<file path="src/rtl/apu_sample_scheduler.sv">
// apu_sample_scheduler
// Rate-converts the APU mixer stream (one sample per APU cycle) down to the
// audio-out rate. A fractional phase accumulator generates sample events.
// Each event captures the mixer value into a small FIFO. The FIFO drains to
// the audio serializer over a valid/ready handshake.
// Optional feature macro: APU_SAMPLE_LPF_EN adds a one-pole IIR anti-alias
// filter ahead of the capture point. When the macro is undefined, raw mix_in
// is captured.
module apu_sample_scheduler #(
    parameter int AUDIO_DEPTH = 16,
    parameter int PHASE_W     = 24,
    parameter int FIFO_DEPTH  = 4,
    parameter int LPF_SHIFT   = 4
) (
    input  logic                          clk,
    input  logic                          rst,
    input  logic                          enable,
    input  logic                          mix_valid,
    input  logic [AUDIO_DEPTH-1:0]        mix_in,
    input  logic [PHASE_W-1:0]            phase_inc,
    input  logic                          ovf_clr,
    input  logic                          sample_ready,
    output logic                          sample_valid,
    output logic [AUDIO_DEPTH-1:0]        sample_out,
    output logic [$clog2(FIFO_DEPTH):0]   fifo_level,
    output logic                          overflow
);

    localparam int PTR_W = $clog2(FIFO_DEPTH);
    localparam int LVL_W = PTR_W + 1;

    // The FIFO depth must be a power of two so that the pointers wrap for free.
    generate
        if (FIFO_DEPTH < 2 || (FIFO_DEPTH & (FIFO_DEPTH - 1)) != 0 || LPF_SHIFT < 1) begin : g_param_check
            $error("apu_sample_scheduler: FIFO_DEPTH must be a power of 2 >= 2, LPF_SHIFT >= 1");
        end
    endgenerate

    logic [PHASE_W-1:0]     phase;
    logic [PHASE_W:0]       phase_sum;
    logic                   step;
    logic                   carry;
    logic [AUDIO_DEPTH-1:0] cap_value;

    logic                   evt_q;
    logic [AUDIO_DEPTH-1:0] val_q;

    logic [AUDIO_DEPTH-1:0] mem [FIFO_DEPTH];
    logic [PTR_W-1:0]       wr_ptr;
    logic [PTR_W-1:0]       rd_ptr;
    logic [LVL_W-1:0]       level;
    logic                   full;
    logic                   pop;
    logic                   push;
    logic                   drop;

    assign step      = mix_valid && enable;
    assign phase_sum = {1'b0, phase} + {1'b0, phase_inc};
    assign carry     = step && phase_sum[PHASE_W];

`ifdef APU_SAMPLE_LPF_EN
    localparam int ACC_W = AUDIO_DEPTH + LPF_SHIFT;

    logic [ACC_W-1:0] acc;
    logic [ACC_W-1:0] acc_next;

    // Filter update. The accumulator settles at 2^LPF_SHIFT * input and never
    // exceeds that bound, so modular arithmetic in ACC_W bits is exact.
    always_comb begin
        acc_next = acc + ACC_W'(mix_in) - (acc >> LPF_SHIFT);
    end

    // Filter state tracks every strobe, including those that arrive while scheduling is disabled.
    always_ff @(posedge clk) begin
        if (!rst) begin
            acc <= '0;
        end else if (mix_valid) begin
            acc <= acc_next;
        end
    end

    assign cap_value = acc_next[ACC_W-1:LPF_SHIFT];
`else
    assign cap_value = mix_in;
`endif

    // Phase accumulator and event/value pipeline register. A pending event is lost on reset.
    always_ff @(posedge clk) begin
        if (!rst) begin
            phase <= '0;
            evt_q <= 1'b0;
            val_q <= '0;
        end else begin
            if (step) begin
                phase <= phase_sum[PHASE_W-1:0];
            end
            evt_q <= carry;
            if (carry) begin
                val_q <= cap_value;
            end
        end
    end

    assign full = (level == LVL_W'(FIFO_DEPTH));
    assign pop  = sample_valid && sample_ready;
    // If the FIFO is full, a write is accepted only when a pop frees a slot in the same cycle.
    assign push = evt_q && (!full || pop);
    assign drop = evt_q && full && !pop;

    // FIFO storage. The contents need no reset because the level gates visibility.
    always_ff @(posedge clk) begin
        if (push) begin
            mem[wr_ptr] <= val_q;
        end
    end

    // FIFO pointers, occupancy, and sticky overflow. When set and clear coincide, the set wins.
    always_ff @(posedge clk) begin
        if (!rst) begin
            wr_ptr   <= '0;
            rd_ptr   <= '0;
            level    <= '0;
            overflow <= 1'b0;
        end else begin
            if (push) begin
                wr_ptr <= wr_ptr + PTR_W'(1);
            end
            if (pop) begin
                rd_ptr <= rd_ptr + PTR_W'(1);
            end
            case ({push, pop})
                2'b10:   level <= level + LVL_W'(1);
                2'b01:   level <= level - LVL_W'(1);
                default: level <= level;
            endcase
            if (drop) begin
                overflow <= 1'b1;
            end else if (ovf_clr) begin
                overflow <= 1'b0;
            end
        end
    end

    assign sample_valid = (level != '0);
    assign sample_out   = sample_valid ? mem[rd_ptr] : '0;
    assign fifo_level   = level;

endmodule

</file>
<file path="config.mk">
export PLATFORM = sky130hd
export DESIGN_NAME = apu_sample_scheduler
export DESIGN_NICKNAME = d
export VERILOG_FILES = /design/src/rtl/apu_sample_scheduler.sv
export SDC_FILE = /design/constraint.sdc
export NUM_CORES = 1
export LEC_CHECK = 0
export ABC_CLOCK_PERIOD_IN_PS = 2750
export BUFFER_PORTS_ARGS = -buffer_cell sky130_fd_sc_hd__buf_2
export CAP_MARGIN = 10
export CORE_UTILIZATION = 35
export DETAILED_ROUTE_END_ITERATION = 12
export SLEW_MARGIN = 20
export SYNTH_ARGS = -nofsm -noshare
export SYNTH_HDL_FRONTEND = slang
export SYNTH_SLANG_ARGS = --single-unit
</file>
<file path="constraint.sdc">
create_clock -name clk -period 2.75 [get_ports clk]
set_input_delay 0.825 -clock clk [delete_from_list [all_inputs] [get_ports clk]]
set_output_delay 0.825 -clock clk [all_outputs]
set_load 0.02 [all_outputs]
</file>
# == After elaboration in Yosys (flattened, before gate mapping) ==
# Memory sizes are Yosys's and may differ from the RTL's. A register that Yosys moved wholly into a read port is not among the register bits.
# Index checks and enable logic that the tools add are counted.
# word_totals
latch_bits,0
ramBits,64
mem_bits_ro,0
out_inout_bits,21
reg_bits,49
wordCells,36
in_bits,46
mem_count,1
# classes
magnitude_cmp,0
n_mux,8
n_reduce_logical,12
add_sub_neg,5
div_mod_pow,0
mul,0
n_eq_ne,3
n_bitwise,0
n_shift,0
# mem_list
name,words,width,rd,rd_ports_with_merged_regs,wr,line_no,source
mem,4,16,1,1,1,48,logic [AUDIO_DEPTH-1:0] mem [FIFO_DEPTH];
# ops
operator,count
24-bit by 24-bit adder with 25-bit output,1
16-bit 2-to-1 mux,1
1-bit logical AND,6
3-bit case mux with 2 select lines,1
2-bit by 1-bit adder with 2-bit output (second input constant),2
1-bit 2-to-1 mux,4
2-bit 2-to-1 mux,2
2-bit nonzero test,2
3-bit by 1-bit adder with 3-bit output (second input constant),1
3-bit equality test (second input constant),1
3-bit nonzero test,1
3-bit by 1-bit subtractor with 3-bit output (second input constant),1
2-bit by 1-bit equality test with 1-bit output (second input constant),1
2-bit equality test (second input constant),1
1-bit logical NOT,2
1-bit logical OR,1

# == Longest topological paths before layout ==
# logic_depth
word_depth,6
depth_mapped,10
mapped_depth_nobuf,9

# == Worst setup path before layout ==
# No wires, ideal clock.
# synth_timing
path_type,input-to-reg
startpoint,in phase_inc[0]
endpoint,reg phase[14]
t_required_ns,2.633
arrival_time_ns,2.697
setup_ns,0.117
n_path_buf,0
slack_ns,-0.065
cell_stages,8
path_cell_list,ha_1 fa_1 a211oi_1 o21a_1 o2bb2ai_1 o21a_1 or3_1 a32o_1
# synth_between
elab_chain_len,1
# synth_lines
item,line_no,source
from (decl),20,"input logic [PHASE_W-1:0] phase_inc,"
24-bit by 24-bit adder with 25-bit output,58,"assign phase_sum = {1'b0, phase} + {1'b0, phase_inc};"
to (signal assigned),95,phase <= phase_sum[PHASE_W-1:0];
to (decl),39,logic [PHASE_W-1:0] phase;
# No other way between the ends.
# A chain may end at the register's enable or synchronous reset.

==> results.json <==
{
  "status": "finished, final reports clean",
  "vias": 4403,
  "die-height_um": 130,
  "rsz0062_at_grt": "false",
  "synth_cell_type_count": 55,
  "path_cells": "buf_12 -> mux4_2 -> and2_1 -> buf_2",
  "hold_path.class": "reg -> reg",
  "postCtsSetupBuffers": 0,
  "avgSynthCellArea_um2": 11.0,
  "drive_gt1_frac": 0.271,
  "leakage_nw": 2.77,
  "yosysTopAreaCell": "edfxtp_1",
  "ys.flop_type": "edfxtp_1",
  "regArea_um2": 2940,
  "multi_input_area_um2": 2620,
  "io_buffers": 66,
  "route.detailed.drc": 0,
  "ctsResizeCount": 0,
  "drtIter0Drc": 317,
  "ys_warn_count": 0,
  "critPathMaxFanout": 16,
  "core-area_um2": 15900,
  "gp_congestion": 0.847,
  "critPathArrivalTime_ns": 1.81,
  "cts_made_buffers": 17,
  "setup_tns_ns": 0,
  "antenna_found_initial": 1,
  "synth_edf_count": 64,
  "cts-root-buf": "clkbuf_16",
  "hold_viol": 0,
  "cpPeakStageDelay_ns": 0.52,
  "synth_nets": 599,
  "grt_overflow": 0,
  "viasPerCell": 5.11,
  "cap_violations": 0,
  "async_reset_ff_frac": 0,
  "clock_sinks": 115,
  "grt_usage": 0.176,
  "reg2regPathDepth": 8,
  "worst_slack_ns": 0.119,
  "drv_slew": 0,
  "slowest_stage": "mux4_2",
  "grt_pass1_wl_um": 22500,
  "clock_tree.buffer_depth": 2,
  "num_rows": 46,
  "startpoint_type": "register",
  "cts_tree": "yes",
  "dp_hpwl_um": 9970,
  "end_kind": "primary output",
  "crit_type": "reg -> out",
  "finalSetupViolations": 0,
  "vdd_drop_max_mv": 0.392,
  "dieArea_um2": 16900,
  "area_growth_pct": 26.4,
  "hp-start": "phase[5]",
  "power.density_nw_per_um2": 638,
  "die_w_um": 130,
  "h-tree-depth": 4,
  "ioPinCount": 67,
  "wire_per_inst_um": 15.7,
  "timing.rr.start": "phase[0]",
  "yosysSeqAreaShare": 0.514,
  "postCtsHoldBufs": 0,
  "grt_start_max_net_pins": 38,
  "fmax_mhz": 380,
  "fillers": 1512,
  "clkSlewWorstSetupHoldPaths_ns": 0.05,
  "grt_pass1_vias": 4544,
  "fin_crit_ns": 2.63,
  "dr.pass1.iters": 5,
  "ys_seq_elements": 115,
  "post-place-ws_ns": -0.237,
  "antenna_cells": 0,
  "hold_path_end": "phase[5]",
  "finalNetCount": 709,
  "holdPathStages": 2,
  "max_slew_margin": 0.420,
  "r2r-end": "phase[14]",
  "fin_crit_sh": 0.957,
  "crit_required_ns": 1.93,
  "ant_nets": 0,
  "synth_area_leaders": "edfxtp_1 34%, dfxtp_1 18%, ha_1 6.3%",
  "clkLatencyLatePin_ns": 0.41,
  "initial_core_util": 0.359,
  "synth_top_area_share": 0.336,
  "skew_ns": 0.00625,
  "synth_cells": 522,
  "wl_um": 13600,
  "worst_pin_slew_ns": 0.867,
  "syn_area_um2": 5720,
  "reg2reg_slack_ns": 0.40
}
[layout make-up]
type	count	area share
Sequential cell	115	0.407
Multi-Input combinational cell	365	0.362
Timing Repair Buffer	120	0.107
Clock buffer	17	0.0588
Tap cell	216	0.0374
Clock inverter	15	0.0216
Inverter	13	0.00675
[cell usage in the layout (no fill, tap or decap), drive strengths merged, types with 17 or more instances in the layout]
cell type | Yosys | layout
nor2 | 28 | 28
buf | 8 | 120
ha | 29 | 29
and2 | 22 | 22
inv | 13 | 17
dfxtp | 51 | 51
o21ai | 43 | 43
nand2 | 37 | 37
clkbuf | 21 | 17
edfxtp | 64 | 64
a21oi | 58 | 58
nand3 | 28 | 28
[worst max-delay path, delay by kind of cell, from the launching register on]
kind                   cells  cell delay [ns]
and+or+nand+nor            1             0.17
muxes                      1             0.52
DFF                        1             0.35
buffers and inverters      2             0.34
[routing by layer]
layer	GRT usage	vias to the layer above	routed length [µm]
met1	0.212	2112	6060
met3	0.0381	23	584
met2	0.304	81	6620
met4	0.0732	2	282
li1	-	2185	-
met5	0	-	11
[worst max-delay path by stage]
stage	start	end	slack [ns]	depth (start not counted)
6_report	register	sample_out[14]	0.12	4
5_1_grt	register	sample_out[3]	0.03	4
4_1_cts	register	sample_out[14]	0.08	4
3_5_place_dp	phase_inc[0]	phase[14]	-0.24	9
3_3_place_gp	phase_inc[0]	phase[14]	-0.18	9
2_1_floorplan	phase_inc[0]	phase[14]	0.005	8
[per-stage QoR]
| stage | cells | hold slack (ns) | area [µm²] | power, W | util |
|---|---|---|---|---|---|
| after floorplan | 522 | 0.429 | 5730 | 0.00225 | - |
| after CTS | 861 | 0.457 | 7230 | 0.00466 | 0.454 |
| final | 861 | 0.459 | 7230 | 0.00461 | 0.454 |
| after detailed placement | 829 | 0.449 | 6650 | 0.00250 | 0.417 |
| after global routing | 861 | 0.477 | 7230 | 0.00481 | 0.454 |
| after global placement | 829 | 0.444 | 6650 | 0.00248 | 0.417 |
[power by group]
part / internal [W] / total, W / switching, W
Combinational: 0.000283 / 0.000603 / 0.000320
Clock: 0.00134 / 0.00215 / 0.000810
Sequential: 0.00184 / 0.00186 / 0.0000240
[cells by family after synthesis]
group	Yosys count	share of synthesized area
multiplexers	17	0.0647
AO/OA/AOI/OAI	152	0.166
buffers and inverters	42	0.0293
adder cells (fa/ha/maj)	31	0.0704
XOR/XNOR	16	0.0245
AND/OR/NAND/NOR	149	0.131
flip-flops	115	0.514
[Yosys cell counts (8+ instances only)]
| cell type | number |
|---|---|
| dfxtp_1 | 51 |
| mux4_2 | 16 |
| o21ai_0 | 40 |
| inv_1 | 13 |
| ha_1 | 29 |
| a21o_1 | 10 |
| and2_1 | 22 |
| a21oi_1 | 58 |
| buf_2 | 8 |
| clkbuf_1 | 21 |
| edfxtp_1 | 64 |
| or3_1 | 8 |
| nand2_1 | 37 |
| xnor2_1 | 12 |
| nand3_1 | 28 |
| nor2_1 | 28 |
[state kept, by name, indices dropped and copies added (netlist names), named ones only]
signal / flops
rd_ptr: 2
val_q: 16
phase: 24
mem: 64
fifo_level: 3
evt_q: 1
overflow: 1
wr_ptr: 2
Note: power is estimated with default switching activity, not from simulation.
